### src/rtl/alu_pkg.sv
// Shared definitions for the ALU result stage: flag bit positions, op-class bit, entry layout.
// The optional parity flag is controlled by ALU_PARITY_FLAG_EN in the flag generator.
package alu_pkg;

  localparam int ALU_N   = 8;
  localparam int ALU_OPW = 4;

  localparam int FLAG_V = 0;
  localparam int FLAG_C = 1;
  localparam int FLAG_Z = 2;
  localparam int FLAG_N = 3;
  localparam int FLAG_P = 4;
  localparam int FLAG_W = 5;

  // The top bit of the op tag separates logic-class ops from arithmetic ones.
  function automatic int op_class_bit(input int opw);
    return opw - 1;
  endfunction

  localparam int OP_CLASS_BIT = op_class_bit(ALU_OPW);

  typedef struct packed {
    logic [ALU_N-1:0]   result;
    logic [ALU_OPW-1:0] op;
    logic [FLAG_W-1:0]  flags;
  } alu_entry_t;

endpackage

### src/rtl/alu_flag_gen.sv
// Combinational status-flag generator {P,N,Z,C,V} for one ALU result.
// P is only built when ALU_PARITY_FLAG_EN is defined; otherwise it is tied low.
module alu_flag_gen
  import alu_pkg::*;
#(
  parameter int N   = ALU_N,
  parameter int OPW = ALU_OPW
) (
  input  logic [N-1:0]      result,
  input  logic              carry,
  input  logic              ovf,
  input  logic [OPW-1:0]    op,
  output logic [FLAG_W-1:0] flags
);

  localparam int CLASS_BIT = op_class_bit(OPW);

  logic is_logic_op;
  logic parity;

  assign is_logic_op = op[CLASS_BIT];

`ifdef ALU_PARITY_FLAG_EN
  assign parity = ~(^result);
`else
  assign parity = 1'b0;
`endif

  // Logic-class ops never produce a meaningful carry or overflow.
  always_comb begin
    flags         = '0;
    flags[FLAG_V] = ovf & ~is_logic_op;
    flags[FLAG_C] = carry & ~is_logic_op;
    flags[FLAG_Z] = (result == '0);
    flags[FLAG_N] = result[N-1];
    flags[FLAG_P] = parity;
  end

endmodule

### src/rtl/alu_result_stage.sv
// Registered ALU output stage: flag capture plus a main/skid register pair behind valid/ready.
// Define ALU_PARITY_FLAG_EN to populate out_flags[4] with the even-parity bit.
module alu_result_stage
  import alu_pkg::*;
#(
  parameter int N   = ALU_N,
  parameter int OPW = ALU_OPW
) (
  input  logic              clk,
  input  logic              rst,
  input  logic              in_valid,
  output logic              in_ready,
  input  logic [N-1:0]      in_result,
  input  logic              in_carry,
  input  logic              in_ovf,
  input  logic [OPW-1:0]    in_op,
  output logic              out_valid,
  input  logic              out_ready,
  output logic [N-1:0]      out_result,
  output logic [OPW-1:0]    out_op,
  output logic [FLAG_W-1:0] out_flags
);

  typedef struct packed {
    logic [N-1:0]      result;
    logic [OPW-1:0]    op;
    logic [FLAG_W-1:0] flags;
  } entry_t;

  entry_t            in_entry;
  logic [FLAG_W-1:0] in_flags;

  entry_t main_q, main_d;
  entry_t skid_q, skid_d;
  logic   main_valid_q, main_valid_d;
  logic   skid_valid_q, skid_valid_d;
  logic   in_ready_q, in_ready_d;

  logic accept;
  logic pop;

  alu_flag_gen #(
    .N  (N),
    .OPW(OPW)
  ) u_flag_gen (
    .result(in_result),
    .carry (in_carry),
    .ovf   (in_ovf),
    .op    (in_op),
    .flags (in_flags)
  );

  assign in_entry.result = in_result;
  assign in_entry.op     = in_op;
  assign in_entry.flags  = in_flags;

  assign accept = in_valid & in_ready_q;
  assign pop    = main_valid_q & out_ready;

  // Main only stalls when it is full and not popping; skid absorbs the one in-flight result.
  always_comb begin
    main_d       = main_q;
    main_valid_d = main_valid_q;
    skid_d       = skid_q;
    skid_valid_d = skid_valid_q;

    if (!main_valid_q || (pop && !skid_valid_q)) begin
      main_valid_d = accept;
      if (accept) begin
        main_d = in_entry;
      end
    end else if (pop) begin
      main_d       = skid_q;
      main_valid_d = 1'b1;
      skid_valid_d = accept;
      if (accept) begin
        skid_d = in_entry;
      end
    end else if (accept) begin
      skid_d       = in_entry;
      skid_valid_d = 1'b1;
    end

    in_ready_d = ~skid_valid_d;
  end

  always_ff @(posedge clk) begin
    if (rst) begin
      main_q       <= '0;
      skid_q       <= '0;
      main_valid_q <= 1'b0;
      skid_valid_q <= 1'b0;
      in_ready_q   <= 1'b1;
    end else begin
      main_q       <= main_d;
      skid_q       <= skid_d;
      main_valid_q <= main_valid_d;
      skid_valid_q <= skid_valid_d;
      in_ready_q   <= in_ready_d;
    end
  end

  assign in_ready   = in_ready_q;
  assign out_valid  = main_valid_q;
  assign out_result = main_q.result;
  assign out_op     = main_q.op;
  assign out_flags  = main_q.flags;

endmodule
### config.mk
export PLATFORM = sky130hd
export DESIGN_NAME = alu_result_stage
export DESIGN_NICKNAME = d
export VERILOG_FILES = /design/src/rtl/alu_pkg.sv /design/src/rtl/alu_flag_gen.sv /design/src/rtl/alu_result_stage.sv
export SDC_FILE = /design/constraint.sdc
export NUM_CORES = 1
export LEC_CHECK = 0
export BUFFER_PORTS_ARGS = -buffer_cell sky130_fd_sc_hd__buf_2
export CAP_MARGIN = 5
export CELL_PAD_IN_SITES_DETAIL_PLACEMENT = 0
export CELL_PAD_IN_SITES_GLOBAL_PLACEMENT = 2
export CORE_ASPECT_RATIO = 1.4
export CORE_MARGIN = 1
export CORE_UTILIZATION = 28
export CTS_BUF_LIST = sky130_fd_sc_hd__clkbuf_16
export DETAILED_ROUTE_END_ITERATION = 10
export HOLD_SLACK_MARGIN = 0.12
export PLACE_DENSITY = 0.82
export SETUP_SLACK_MARGIN = 0.05
export SYNTH_ARGS = -nofsm -noshare
export SYNTH_HDL_FRONTEND = slang
export SYNTH_SLANG_ARGS = --single-unit
### constraint.sdc
create_clock -name clk -period 1.4 [get_ports clk]
set_clock_uncertainty 0.2 [all_clocks]
set_input_delay 0.14 -clock clk [delete_from_list [all_inputs] [get_ports clk]]
set_output_delay 0.14 -clock clk [all_outputs]
set_load 0.02 [all_outputs]
# --- Yosys cells after proc, flatten, opt, wreduce, memory -nomap -nowiden ---
# Index checks and enable logic that the tools add are counted.
totals:
  register_bits: 36
  n_memories: 0
  elab_cells: 33
  ramBits: 0
  latch_bits: 0
  output_inout_bits: 19
  rom_bits: 0
  input_bits: 18
classes:
  eq_ne: 1
  mux: 8
  n_bitwise: 7
  add_sub_neg: 0
  reduce_logical: 8
  n_div: 0
  multipliers: 0
  magnitude_cmp: 0
  n_shift: 0
ops:
  columns: ["op", "count"]
  rows:
  - ["$mux W17", 3]
  - ["$logic_not A8 Y1", 1]
  - ["$mux W1", 5]
  - ["$and A1 B1 Y1", 4]
  - ["$reduce_and A2 Y1", 2]
  - ["$not A1 Y1", 3]
  - ["$logic_not A1 Y1", 2]
  - ["$ne A2 B2 Y1 const B", 1]
  - ["$reduce_bool A2 Y1", 1]
  - ["$logic_and A1 B1 Y1", 1]
  - ["$logic_or A1 B1 Y1", 1]

# --- Longest topological paths before layout ---
# Gate-level depths: netlist of the first run.
depth:
  depth_word: 5
  mapped_depth: 6

# --- Modules after synthesis ---
# Synthesis of the first run repeated with hierarchy kept, for this count alone.
unflattened:
  hier_cells: 209
  area_unflattened_um2: 1910.6
modules_own_cells:
  columns: ["module", "instances", "area_each_um2", "cells_per_inst"]
  rows:
  - ["alu_result_stage", 1, 1860.5, 201]
  - ["alu_flag_gen", 1, 50.0, 8]

# --- Worst setup path after synthesis of the first run ---
# Ideal clock, no wire load.
synth_path:
  path_kind: "reg2reg"
  startpoint: "register in_ready_q (netlist: in_ready)"
  endpoint: "register main_q, in the netlist out_flags[0]"
  arrival_time_ns: 1.281
  path_stages_with_launch: 6
  n_path_buf: 1
  setup_ns: 0.128
  setup_slack_ns: -0.208
  synth_period_minus_slack_ns: 1.608
  cell_sequence: "dfxtp_1 > nand2_4 > buf_6 > mux2_4 > a22oi_1 > nor2_1"
synth_between:
  elab_chain_cells: 3
synth_rtl:
  columns: ["item", "line_no", "source"]
  rows:
  - ["from (decl)", "alu_result_stage.sv:37", "logic in_ready_q, in_ready_d;"]
  - ["from (signal assigned)", "alu_result_stage.sv:99", "in_ready_q <= in_ready_d;"]
  - ["$and A1 B1 Y1", "alu_result_stage.sv:57", "assign accept = in_valid & in_ready_q;"]
  - ["$ne A2 B2 Y1 (no line)", null, null]
  - ["$reduce_and A2 Y1 (no line)", null, null]
  - ["to (signal assigned)", "alu_result_stage.sv:95", "main_q <= main_d;"]
  - ["to (decl)", "alu_result_stage.sv:33", "entry_t main_q, main_d;"]
# No other way between the ends.
# A chain may end at the register's enable or synchronous reset.

# --- Worst setup path in the final report of the first run ---
layout_path:
  startpoint: "register in_ready_q (netlist: in_ready)"
  endpoint: "register main_q, in the netlist out_op[2]"
# The elaborated chain is that of the path after synthesis.

==> flow_metrics.py, run 1 <==
metrics = {
    "floorplanning": {
        "die_w_um": 66.81,
        "rows": 32,
        "core_area_um2": 5605,
        "num_io_pins": 37,
        "initial_core_util_pct": 29.37,
        "die_y_um": 92.74,
        "die_area_um2": 6196,
    },
    "setup_path": {
        "path_class": "reg -> reg",
        "reg2reg_to": "out_op[2]$_SDFFE_PP0P_",
        "cp-start-kind": "flip-flop",
        "worstPathMaxFanout": 8,
        "reg2reg_slack_ns": 0.03,
        "ff2ff_path_depth": 4,
        "worstReg2RegStart": "in_ready$_SDFF_PP1_",
        "critPathArrivalTime_ns": 1.34,
        "critPathCaptureType": "flip-flop",
        "critPathRequiredTime_ns": 1.37,
    },
    "synth": {
        "synth_ff_type": "dfxtp_1",
        "synthTopCellsByArea": "dfxtp_1 40%, mux2i_1 9.1%, nor2_1 7.1%",
        "synthesis.area_um2": 1647,
        "async_flop_share_pct": 0,
        "synth_edf_count": 0,
        "yosysTopAreaCellShare_pct": 40.12,
        "synth_largest_area_cell": "dfxtp_1",
        "syn_nets": 201,
        "synthCells": 183,
        "ys_types": 27,
        "ys_seq_area_share_pct": 40.12,
        "synth.most_common_cell": "dfxtp_1",
        "ys_warn_count": 0,
        "netlist_top_cells_count": "33 x dfxtp_1, 31 x nor2_1, 15 x a22oi_1, 15 x mux2i_1",
        "synth_seq_cells": 33,
        "avgSynthCellArea_um2": 8.998,
    },
    "route": {
        "detailedRoute.firstPassIterationCount": 4,
        "wl_per_cell_um": 13.86,
        "routed_via_density": 4.676,
        "ant_nets": 0,
        "via_count": 1501,
        "drt-total-wl_mm": 4.449,
        "dr.first_iter.drc_count": 38,
        "drc": 0,
    },
    "power": {
        "vdd_ir_drop_max_mv": 0.5843,
        "p_comb_share_pct": 19.0,
        "clkPwrFrac_pct": 40.8,
        "leakage_uw": 0.001143,
        "p_sw_share_pct": 26.43,
        "power_density_nw_per_um2": 1045,
        "power_frac_seq_pct": 40.2,
        "internal-power_uw": 1860,
        "p_switching_uw": 668.0,
    },
    "run": {
        "drv_cap": 0,
    },
    "min_path": {
        "min_delay_path_depth": 5,
        "hp-class": "in -> reg",
        "hp-start": "in_result[6]",
        "holdPathEnd": "skid_q[2]$_SDFFE_PP0P_",
    },
    "place": {
        "hpwl_mm": 2.830,
        "placed_cells": 291,
        "place_ws_ns": -0.07265,
        "io_buffers": 35,
        "place.gp.congestion": 0.7281,
    },
    "grt": {
        "grt_pass1_wl_mm": 7.120,
        "grt_max_degree": 20,
        "overflow": 0,
        "grt_pass1_vias": 1484,
        "grt_use_total_pct": 15.89,
        "antenna_found_initial": 0,
    },
    "finish": {
        "syn2layout_area_growth_pct": 46.96,
        "drive_above_1_share_pct": 37.15,
        "n_antenna_cell": 0,
        "filler_cell_count": 585,
        "fin_cells": 321,
        "ff_latch_area_um2": 671.9,
        "multi_input_area_um2": 909.6,
        "nets": 270,
    },
    "sta": {
        "finalCritPeriodShare_pct": 98.15,
        "fin_crit_ns": 1.374,
        "rsz0062_at_grt": "yes",
        "whs_ns": 0.1164,
        "postLayoutSetupSlackWorst_ns": 0.02592,
        "timing_hold_violations_final": 0,
        "setup_viol_count_final": 0,
        "maxSlewViolCount": 0,
        "max_freq_mhz": 727.8,
    },
    "cts": {
        "cts.sinks": 33,
        "path_clk_slew_ns": 0.05,
        "clockBufferDepth": 2,
        "cts-buffers-inserted": 5,
        "clk_latency_ns": 0.28,
        "root_buffer": "clkbuf_16",
        "cts_max_level": 2,
        "cts_tree": "yes",
    },
    "run_status": {
        "status": "completed",
    },
}
-- per-stage QoR --
step / utilization (%) / power, uW / area (um^2) / setup TNS [ns]
floorplan: - / 1290 / 1664 / -0.7593
global placement: 35.56 / 1424 / 1993 / -0.4817
detailed placement: 35.56 / 1428 / 1993 / -0.7093
CTS: 41.23 / 2520 / 2311 / 0
global route: 43.17 / 2636 / 2420 / -0.1527
finish: 43.17 / 2528 / 2420 / 0
-- power by group through the flow --
| stage | Clock, uW | Sequential [uW] | Combinational (uW) |
|---|---|---|---|
| after floorplan | 0 | 1070 | 220 |
| after global placement | 0 | 1040 | 383 |
| after detailed placement | 0 | 1040 | 385 |
| after CTS | 1060 | 1020 | 441 |
| after global routing | 1090 | 1020 | 520 |
| final | 1030 | 1020 | 479 |
-- per-layer routing --
metal / global-route usage, % / up-vias / routed length [um]
met5: 0 / - / 0
met4: 8.688 / 0 / 90
met3: 4.310 / 7 / 174
met2: 27.27 / 34 / 2376
met1: 17.08 / 699 / 1808
li1: - / 761 / -
-- area by class of cell --
| class | count | area share (%) |
|---|---|---|
| multi-input cells | 120 | 37.59 |
| clock buffers | 5 | 5.171 |
| inverters | 16 | 2.482 |
| clock inverters | 3 | 0.4654 |
| well taps | 68 | 3.516 |
| flip-flops and latches | 33 | 27.77 |
| repair buffers | 76 | 23.01 |
-- critical path: stages (launching register included) --
cell     delay, ns
dfxtp_4       0.37
nand2_4       0.16
mux2_1        0.34
a22oi_1       0.14
nor2_1        0.05
-- placed cells by master (no fill, tap or decap), drive strengths merged, types with 14 or more instances in the layout --
master and count:
nand3 14, o21ai 15, a22oi 15, dfxtp 33, nor2 31, inv 19, mux2i 15, mux2 14
dlygate4sd3 17, buf 59
-- logic make-up (layout without fill, tap and decap cells) --
| logic type | after synthesis | after routing | synth area share, % |
|---|---|---|---|
| AND/OR/NAND/NOR | 56 | 57 | 15.88 |
| other | 1 | 1 | 0.2277 |
| flip-flops | 33 | 33 | 40.12 |
| AO/OA/AOI/OAI | 33 | 33 | 13.98 |
| multiplexers | 29 | 29 | 20.29 |
| buffers and inverters | 31 | 100 | 9.498 |
-- registers in the layout (all words and copies together) (netlist names), named ones only --
register / count
out_op: 4
out_valid: 1
in_ready: 1
skid_q: 15
out_flags: 4
out_result: 7
-- worst max path at each step --
stage	cells past startpoint	slack, ns	from	endpoint
floorplan	5	-0.06	flip-flop	skid_q[10]$_SDFFE_PP0P_
global placement	5	-0.06	in_result[4]	out_flags[2]$_SDFFE_PP0P_
detailed placement	4	-0.07	in_ready$_SDFF_PP1_	out_op[3]$_SDFFE_PP0P_
CTS	5	0.02	in_ready$_SDFF_PP1_	skid_q[12]$_SDFFE_PP0P_
global route	4	-0.03	in_ready$_SDFF_PP1_	out_result[5]$_SDFFE_PP0P_
finish	4	0.03	in_ready$_SDFF_PP1_	out_op[2]$_SDFFE_PP0P_
-- repair_timing --
item | 4_1_cts | 5_1_grt
setup buffers | 4 | 0
setup endpoints to repair | 32 | 31
pin swaps | 2 | 3
cloned | 1 | 0
hold endpoints to repair | 29 | 12
gates resized for setup | 2 | 16
hold buffers | 13 | 4
Note: power is estimated with default switching activity, not from simulation.
==> inputs of run 2 (changes only) <==
CELL_PAD_IN_SITES_DETAIL_PLACEMENT = unset   (was 0)
CELL_PAD_IN_SITES_GLOBAL_PLACEMENT = unset   (was 2)
CORE_UTILIZATION = 48   (was 28)
PLACE_DENSITY = 0.84   (was 0.82)
==> run 2 against run 1 <==
The flow now finishes with violations (setup timing); wire length fell by 1.5%; via count rose by 3.6%; register-to-register slack got worse by 0.03 ns; design area rose by 0.47%; sequential share of layout area fell by 0.13 points; non-clock buffer count fell by 4; largest cell class unchanged; highest routed layer unchanged.
==> flow_metrics.py, run 2 (synthesis results as in run 1) <==
metrics = {
    "run_status": {
        "status": "finished, violations left",
        "violations": "setup timing",
    },
    "finish": {
        "filler_cell_count": 224,
        "postLayoutCellArea_um2": 2431,
        "multi_input_area_um2": 980.9,
        "largest-register": "skid_q",
        "n_antenna_cell": 0,
        "utilization_pct": 76.38,
        "ff_latch_area_um2": 671.9,
        "most-common-layout-cells": "34 x buf_2, 30 x dfxtp_1, 29 x nor2_1, 16 x buf_4",
        "syn2layout_area_growth_pct": 47.64,
        "nets": 266,
        "drive_above_1_share_pct": 42.74,
        "layout_commonest_cell": "buf_2",
        "largest_register_ffs": 15,
    },
    "setup_path": {
        "critPathCaptureType": "flip-flop",
        "path_class": "reg -> reg",
        "critPathBufInv": 1,
        "cp_top_family": "flip-flops",
        "path_cells": "o2111ai_4 -> buf_6 -> mux2i_1 -> nor2_1",
        "slowest_delay_ns": 0.36,
        "cp-start-kind": "flip-flop",
        "critPathArrivalTime_ns": 1.37,
        "worstPathMaxFanout": 6,
        "critPathRequiredTime_ns": 1.36,
        "cp_slowest_cell": "dfxtp_4",
    },
    "min_path": {
        "hp-class": "in -> reg",
    },
    "route": {
        "drc": 0,
        "detailedRoute.firstPassIterationCount": 4,
        "wl_per_cell_um": 15.26,
        "routed_via_density": 5.418,
        "dr.first_iter.drc_count": 43,
        "ant_nets": 0,
        "drt-total-wl_mm": 4.381,
        "via_count": 1555,
    },
    "place": {
        "place_ws_ns": -0.05743,
        "io_buffers": 35,
        "place.gp.congestion": 0.7575,
        "dpl_cell_area_um2": 1922,
        "hpwl_mm": 2.601,
    },
    "cts": {
        "root_buffer": "clkbuf_16",
        "cts_tree": "yes",
        "clockBufferDepth": 2,
        "clk_latency_ns": 0.28,
        "path_clk_slew_ns": 0.05,
        "cts_max_level": 2,
        "cts-buffers-inserted": 5,
        "cts.sinks": 33,
    },
    "grt": {
        "grt_pass1_wl_mm": 6.934,
        "grt_pass1_vias": 1553,
        "antenna_found_initial": 0,
        "use_met2_pct": 44.16,
        "overflow": 0,
        "grt_use_total_pct": 25.49,
        "grtUsageMet1_pct": 27.66,
        "grt_max_degree": 23,
        "use_met3_pct": 6.369,
        "grt-busiest-layer": "met2",
    },
    "sta": {
        "fin_crit_ns": 1.408,
        "postLayoutSetupSlackWorst_ns": -0.008340,
        "timing_hold_violations_final": 0,
        "finalCritPeriodShare_pct": 100.6,
        "maxSlewViolCount": 0,
        "rsz0062_at_grt": "yes",
        "max_freq_mhz": 710.1,
        "setup_viol_count_final": 1,
    },
    "floorplanning": {
        "core_area_um2": 3183,
        "die_w_um": 51.50,
        "die_area_um2": 3672,
        "rows": 24,
        "initial_core_util_pct": 51.73,
        "num_io_pins": 37,
        "die_y_um": 71.30,
    },
    "power": {
        "power_density_nw_per_um2": 1049,
        "leakage_uw": 0.001146,
        "vdd_ir_drop_max_mv": 1.034,
    },
    "run": {
        "drv_cap": 0,
    },
}
-- run 2: worst register-to-register path: stages, from the launching register on --
cell and delay [ns]:
dfxtp_4 0.36, o2111ai_4 0.29, buf_6 0.19, mux2i_1 0.19, nor2_1 0.06
-- run 2: timing repair --
item | CTS | global route
hold buffers | 13 | 2
gates cloned | 0 | 1
buffers inserted | 5 | 0
pin swaps | 5 | 18
gates resized for setup | 22 | 27
setup endpoints to repair | 32 | 33
hold endpoints to repair | 30 | 10
-- run 2: routing by layer --
layer / vias to the layer above / routed length (um)
met3: 7 / 185
met5: - / 0
met4: 0 / 78
met2: 44 / 2339
li1: 761 / -
met1: 743 / 1778
-- run 2: power breakdown --
group | switching, uW | leakage [uW] | internal [uW] | total (uW)
logic | 256 | 0.000807 | 252 | 508
clock network | 387 | 0.0000685 | 635 | 1020
registers | 37.1 | 0.000271 | 984 | 1020
-- run 2: final cells by class --
cell class	instances	area share (%)
clock buffer	5	5.147
multi-input combinational	120	40.35
sequential	33	27.64
timing repair buffer	72	22.08
inverter	16	2.470
clock inverter	2	0.3088
tap	39	2.007
-- run 2: worst paths after layout --
path                     startpoint                          to  slack, ns  depth (start not counted)
min reg2reg  skid_q[0]$_SDFFE_PP0P_      skid_q[0]$_SDFFE_PP0P_       0.29                          2
max                       flip-flop     skid_q[12]$_SDFFE_PP0P_     -0.008                          4
min                    in_result[1]  out_result[1]$_SDFFE_PP0P_       0.14                          5
max reg2reg               flip-flop     skid_q[12]$_SDFFE_PP0P_     -0.008                          4
-- run 2: through the flow --
step	power (uW)	hold WS [ns]	std cells	setup TNS, ns
2_1_floorplan	1290	0.01101	183	-0.7593
3_3_place_gp	1400	0.1862	259	-0.04595
3_5_place_dp	1409	0.1966	259	-0.4577
4_1_cts	2501	-0.02412	284	-0.0009195
5_1_grt	2647	0.1655	287	-0.5255
6_report	2550	0.1376	287	-0.008340
